File: src/rtl/hs_npu_result_collector.sv
// Collects per-column accumulator results, de-skews them into complete rows and
// presents buffered rows downstream over a valid/ready handshake.
module hs_npu_result_collector #(
  parameter int OUTPUT_DATA_WIDTH = 32,
  parameter int NUM_COLS          = 8,
  parameter int ROW_DEPTH         = 4
) (
  input  logic                                  clk,
  input  logic                                  rst_n,
  input  logic [NUM_COLS*OUTPUT_DATA_WIDTH-1:0] acc_result,
  input  logic [NUM_COLS-1:0]                   acc_valid,
  input  logic                                  flush,
  output logic [NUM_COLS*OUTPUT_DATA_WIDTH-1:0] row_data,
  output logic                                  row_valid,
  input  logic                                  row_ready,
  output logic                                  overflow,
  output logic                                  busy
);

  localparam int W  = OUTPUT_DATA_WIDTH;
  localparam int AW = $clog2(ROW_DEPTH);
  localparam int PW = AW + 1;

  typedef logic [PW-1:0] ptr_t;

  // Handshake: a row transfers on any rising edge where row_valid && row_ready;
  // row_valid and row_data hold steady until that transfer, a flush or a reset.

  ptr_t                wp_q   [NUM_COLS];
  ptr_t                wp_d   [NUM_COLS];
  ptr_t                rp_q;
  ptr_t                rp_d;
  logic [NUM_COLS-1:0] mask_q [ROW_DEPTH];
  logic [NUM_COLS-1:0] mask_d [ROW_DEPTH];
  logic                ovf_q;
  logic                ovf_d;
  logic [W-1:0]        mem_q  [ROW_DEPTH][NUM_COLS];

  ptr_t                occ    [NUM_COLS];
  logic [NUM_COLS-1:0] col_accept;
  logic [NUM_COLS-1:0] col_drop;
  logic [AW-1:0]       rp_idx;
  logic                pop;

  assign rp_idx = rp_q[AW-1:0];

  // Occupancy is judged against the pre-pop read pointer, so a word aimed at
  // the entry being freed this same cycle is still counted as a drop.
  always_comb begin
    col_accept = '0;
    col_drop   = '0;
    for (int j = 0; j < NUM_COLS; j++) begin
      occ[j]        = wp_q[j] - rp_q;
      col_accept[j] = acc_valid[j] && (occ[j] < ptr_t'(ROW_DEPTH));
      col_drop[j]   = acc_valid[j] && !(occ[j] < ptr_t'(ROW_DEPTH));
    end
  end

  always_comb begin
    row_valid = &mask_q[rp_idx];
    for (int j = 0; j < NUM_COLS; j++) begin
      row_data[j*W +: W] = mem_q[rp_idx][j];
    end
  end

  assign pop = row_valid && row_ready;

  always_comb begin
    rp_d   = rp_q;
    wp_d   = wp_q;
    mask_d = mask_q;
    ovf_d  = ovf_q;
    if (flush) begin
      rp_d  = '0;
      ovf_d = 1'b0;
      for (int j = 0; j < NUM_COLS; j++) begin
        wp_d[j] = '0;
      end
      for (int r = 0; r < ROW_DEPTH; r++) begin
        mask_d[r] = '0;
      end
    end else begin
      if (pop) begin
        mask_d[rp_idx] = '0;
        rp_d           = rp_q + ptr_t'(1);
      end
      for (int j = 0; j < NUM_COLS; j++) begin
        if (col_accept[j]) begin
          mask_d[wp_q[j][AW-1:0]][j] = 1'b1;
          wp_d[j]                    = wp_q[j] + ptr_t'(1);
        end
      end
      if (|col_drop) begin
        ovf_d = 1'b1;
      end
    end
  end

  always_ff @(posedge clk or negedge rst_n) begin
    if (!rst_n) begin
      rp_q  <= '0;
      ovf_q <= 1'b0;
      for (int j = 0; j < NUM_COLS; j++) begin
        wp_q[j] <= '0;
      end
      for (int r = 0; r < ROW_DEPTH; r++) begin
        mask_q[r] <= '0;
      end
    end else begin
      rp_q   <= rp_d;
      ovf_q  <= ovf_d;
      wp_q   <= wp_d;
      mask_q <= mask_d;
    end
  end

  // Storage carries no reset; the fill masks alone decide what is meaningful.
  always_ff @(posedge clk) begin
    for (int j = 0; j < NUM_COLS; j++) begin
      if (!flush && col_accept[j]) begin
        mem_q[wp_q[j][AW-1:0]][j] <= acc_result[j*W +: W];
      end
    end
  end

  always_comb begin
    busy = 1'b0;
    for (int r = 0; r < ROW_DEPTH; r++) begin
      busy = busy | (|mask_q[r]);
    end
    for (int j = 0; j < NUM_COLS; j++) begin
      busy = busy | (wp_q[j] != rp_q);
    end
  end

  assign overflow = ovf_q;

endmodule

File: config.mk
export PLATFORM = sky130hd
export DESIGN_NAME = hs_npu_result_collector
export DESIGN_NICKNAME = d
export VERILOG_FILES = /design/src/rtl/hs_npu_result_collector.sv
export SDC_FILE = /design/constraint.sdc
export NUM_CORES = 1
export LEC_CHECK = 0
export CAP_MARGIN = 0
export CORE_AREA = 2 2 313 238
export DETAILED_ROUTE_END_ITERATION = 8
export DIE_AREA = 0 0 315 240
export DONT_BUFFER_PORTS = 1
export GPL_ROUTABILITY_DRIVEN = 0
export HOLD_SLACK_MARGIN = 0.05
export PLACE_DENSITY = 0.76
export SLEW_MARGIN = 20
export SYNTH_ARGS = -nofsm -noshare
export SYNTH_HDL_FRONTEND = slang
export SYNTH_SLANG_ARGS = --single-unit
File: constraint.sdc
create_clock -name clk -period 3.3 [get_ports clk]
set_input_delay 0.33 -clock clk [delete_from_list [all_inputs] [get_ports clk]]
set_output_delay 0.33 -clock clk [all_outputs]
set_load 0.05 [all_outputs]
# Yosys cells after proc, flatten, opt, wreduce, memory -nomap -nowiden
# Memory sizes are Yosys's and may differ from the RTL's.
# Cells that the tools add are included.
totals:
  input_bits: 268
  latchBits: 0
  mem_bits_rw: 1024
  ff_bits: 60
  out_inout_bits: 259
  rom_bits: 0
  n_memories: 1
classes:
  n_div: 0
  n_reduce_logical: 59
  shifts: 0
  muxes: 68
  multipliers: 0
  bitwise: 30
  addsub: 17
  eq_ne: 8
  n_lt_le_gt_ge: 26
memory_table:
  columns: ["memory", "words", "width", "read_ports", "rd_ports_with_merged_regs", "write_ports", "line", "text"]
  rows:
  - ["mem_q", 4, 256, 1, 0, 8, "37", "logic [W-1:0] mem_q [ROW_DEPTH][NUM_COLS];"]
ops:
  columns: ["op", "count"]
  rows:
  - ["$mux 32", 18]
  - ["$or 32x32->32", 8]
  - ["$demux 8 s2", 9]
  - ["$reduce_or 8->1", 5]
  - ["$logic_and 1x1->1", 34]
  - ["$mux 3", 11]
  - ["$and 32x32->32", 1]
  - ["$mux 8", 4]
  - ["$not 32->32", 1]
  - ["$add 3x1->3 const B", 9]
  - ["$ge 3x3->1 const B", 9]
  - ["$lt 3x1->1 const B", 9]
  - ["$not 2->3", 9]
  - ["$lt 3x3->1 const B", 8]
  - ["$mux 24", 1]
  - ["$ne 3x3->1", 8]
  - ["$sub 3x3->3", 8]
  - ["$reduce_bool 2->1", 10]
  - ["$mux 1", 19]
  - ["$bmux 8 s2", 1]
  - ["$or 1x1->1", 11]
  - ["$logic_not 1->1", 9]
  - ["$reduce_and 8->1", 1]
  - ["$mux 7", 1]
  - ["other kinds (4)", 4]

# Logic depth before layout (Yosys ltp)
depth:
  word_depth: 33
  mapped_depth: 10

# Least setup slack after synthesis
# OpenSTA, ideal clock, no wires.
synth_path:
  path_type: "reg-to-reg"
  from: "register rp_q[1]"
  to: "memory mem_q[1][0] (netlist name), enable pin"
  t_arrival_ns: 3.057
  path_stages_with_launch: 11
  path_buffers: 3
  t_required_ns: 2.908
  setup_slack_ns: -0.149
  setup_time_ns: 0.392
  period_less_slack_ns: 3.449
  cell_sequence: "dfrtp_1 > buf_2 > buf_2 > buf_2 > inv_1 > ha_1 > nor2b_1 > o21a_1 > o21ai_2 > nor2_1 > and2_1"
synth_lines:
  columns: ["item", "line", "text"]
  rows:
  - ["start, declared", "31", "ptr_t rp_q;"]
  - ["start signal, assigned", "110", "rp_q <= rp_d;"]
  - ["end, declared", "37", null]

# Worst setup path in the final report
layout_path:
  from: "register rp_q[0]"
  to: "output port row_data[129]"
layout_via:
  elab_chain_len: 1
layout_rtl:
  columns: ["item", "line", "text"]
  rows:
  - ["$mem_v2 4x256", null, null]
  - ["end, declared", "13", "output logic [NUM_COLS*OUTPUT_DATA_WIDTH-1:0] row_data,"]
# Every way passes these cells.

==> impl_metrics.toml <==
[finish]
final_cell_area_sq_um = 48700
syn_to_final_growth_pct = 18.9
final_nets = 2411
seqCellArea_sq_um = 32300
n_fill_cell = 4469
final_common_cell = "edfxtp_1"
postLayoutCoreUtil = 0.670
final_cell_mix = "edfxtp_1, dlygate4sd3_1, mux4_2, clkbuf_16, dfrtp_1"
fin_cells = 3146
multi_input_area_sq_um = 8280
drive_above_1_share = 0.235

[cts]
numCtsBuffers = 97
h-tree-depth = 3
clk_latency_ps = 650
clockBufferDepth = 3
root_buffer = "clkbuf_16"
cts_tree = "yes"
cts.sinks = 1084
cts.clk_slew.worst_paths_ps = 60

[timing]
fmax_mhz = 324
rsz0062_at_grt = "true"
holdWs_ps = 151
setup_ws_ps = 213
skew_ps = 20.6
finalSetupViolations = 0
setup_tns_ps = 0
post-route-period-util = 0.935
fin_crit_ps = 3090
drv_slew = 0
hold_viol = 0
max_slew.worst_pin.slew_ps = 853
relSlewSlack = 0.431

[drt]
drtIter0Drc = 1824
routedWlPerCell_um = 28.4
avgViaCountPerCell = 6.00
dr_total_vias = 18877
ant_nets = 0
routed_wl_um = 89500
route.detailed.drc = 0
first_pass_iters = 6

[setup_path]
worstPathRequired_ps = 2970
crit_path_max_incr_delay_ps = 800
path_cells = "buf_4 > buf_12 > mux4_2"
cp-start-kind = "register"
arrival_ps = 2760
crit_path_top_delay_cell = "mux4_2"
crit_buf_inv = 2
critPathKind = "register to output pin"
r2r_start = "rp_q[1]$_DFFE_PN0P_"
r2r_end = "mem_q[2][6]$_DFFE_PP_"
cp_top_family = "multiplexers"
cp-end-kind = "output pin"
r2r_cells = 8
r2r_slack_ps = 230
path_max_fanout = 93

[global_routing]
grt_pass1_vias = 19627
grt_pass1_wl_um = 130000
antenna_found_initial = 9
track_usage = 0.236
grt_remaining_overflow = 0
grt_max_degree = 94

[yosys]
yosysSeqAreaShare = 0.787
netlist_instances = 1732
synth_top_area_frac = 0.751
synth_nets = 2052
ys_types = 50
synth_warnings = 0
synth_edf_count = 1024
synthFlopType = "edfxtp_1"
async_flop_share = 0.0554
netlist_area_sq_um = 41000
avgSynthCellArea_sq_um = 23.6
ys_seq_elements = 1084
yosysTopAreaCell = "edfxtp_1"
yosys-top-cells-area = "edfxtp_1, mux4_2, dfrtp_1"

[power]
power_frac_seq = 0.536
combPwrFrac = 0.084
switching_share = 0.227
leakage_nw = 15.5
p_total_mw = 29.7
vdd_drop_max_v = 0.000682
p_int_mw = 22.9
clockPowerShare = 0.380
p_sw_mw = 6.74
powerDensity_nw_per_um2 = 609

[hold_path]
hold_depth = 2
whs_endpoint = "mask_q[30]$_DFF_PN0_"
hp-class = "primary input to register"
min_from = "row_ready"

[placed_design]
dp_hpwl_um = 55000
placed_area_sq_um = 42600
pre_cts_ws_ps = 209
dp_cells = 2681
port_buffers = 0

[floorplanning]
die_w_um = 315
die_h_um = 240
num_rows = 86
dieArea_sq_um = 75600
ios = 527
core_area_sq_um = 72600
start_util = 0.564

[status]
status = "completed"

[flow_run]
drv_cap = 0
==> power groups by stage <==
stage,clock network (mW),registers (mW),logic [mW]
floorplan,0,16.1,1.58
global placement,0,16.1,2.01
detailed placement,0,16.2,2.04
CTS,11.5,15.9,2.50
global route,12.0,15.9,2.61
finish,11.3,15.9,2.49
==> layout make-up <==
class,instances,area share
tap,968,0.0249
sequential,1084,0.663
inverter,28,0.00224
antenna,8,0.000411
multi-input combinational,556,0.170
clock inverter,57,0.0129
clock buffer,121,0.0530
timing repair buffer,324,0.0739
==> how the worst max path moves through the flow <==
stage                             start                    end  slack [ps]  cells past startpoint
floorplan           rp_q[1]$_DFFE_PN0P_  mem_q[0][0]$_DFFE_PP_         180                     10
CTS                 rp_q[1]$_DFFE_PN0P_           row_data[95]          20                      3
global placement    rp_q[1]$_DFFE_PN0P_  mem_q[1][9]$_DFFE_PP_         290                      8
global route        rp_q[1]$_DFFE_PN0P_  mem_q[1][9]$_DFFE_PP_          -5                      8
finish              rp_q[0]$_DFFE_PN0P_          row_data[129]         210                      3
detailed placement  rp_q[1]$_DFFE_PN0P_  mem_q[2][1]$_DFFE_PP_         210                      8
==> registers in the layout (all words and copies together), names as in the netlist <==
name / count
mem_q: 1024
mask_q: 32
rp_q: 3
overflow: 1
wp_q: 24
==> synthesized netlist by cell type (all sizes together), types with 3 or more instances <==
library cell  number
a21oi              3
nor3              14
inv               28
xor2               8
o2bb2ai           16
nor3b              8
buf               57
nor2b             10
clkbuf             7
nand2             10
nor2              38
and2              32
edfxtp          1024
nor4               7
o211ai             8
ha                52
dfrtp             60
or4                3
nand3              4
xnor2             16
mux4             256
mux2i              8
o21a               8
a22o              16
o21ai             12
nand4             14
==> timing repair <==
| item | in CTS | in global routing |
|---|---|---|
| gates resized for setup | 3 | 5 |
| pin swaps | 0 | 1 |
| hold endpoints to repair | 1143 | 0 |
| cloned | 1 | 0 |
| buffers inserted | 0 | 6 |
| hold buffers | 272 | 0 |
| setup endpoints to repair | 97 | 149 |
==> routing by layer <==
layer,GRT usage,share of wire
met1,0.306,0.38
met2,0.396,0.51
met3,0.0670,0.084
met4,0.0620,0.022
met5,0,0.00023
==> cells by family after synthesis <==
group	after synthesis	synth area share
AO/OA/AOI/OAI	71	0.0155
XOR/XNOR	24	0.00532
flip-flops	1084	0.787
AND/OR/NAND/NOR	144	0.0213
adder cells (fa/ha/maj)	52	0.0159
buffers and inverters	92	0.0115
multiplexers	265	0.143
Power figures use the tool's default switching activity.
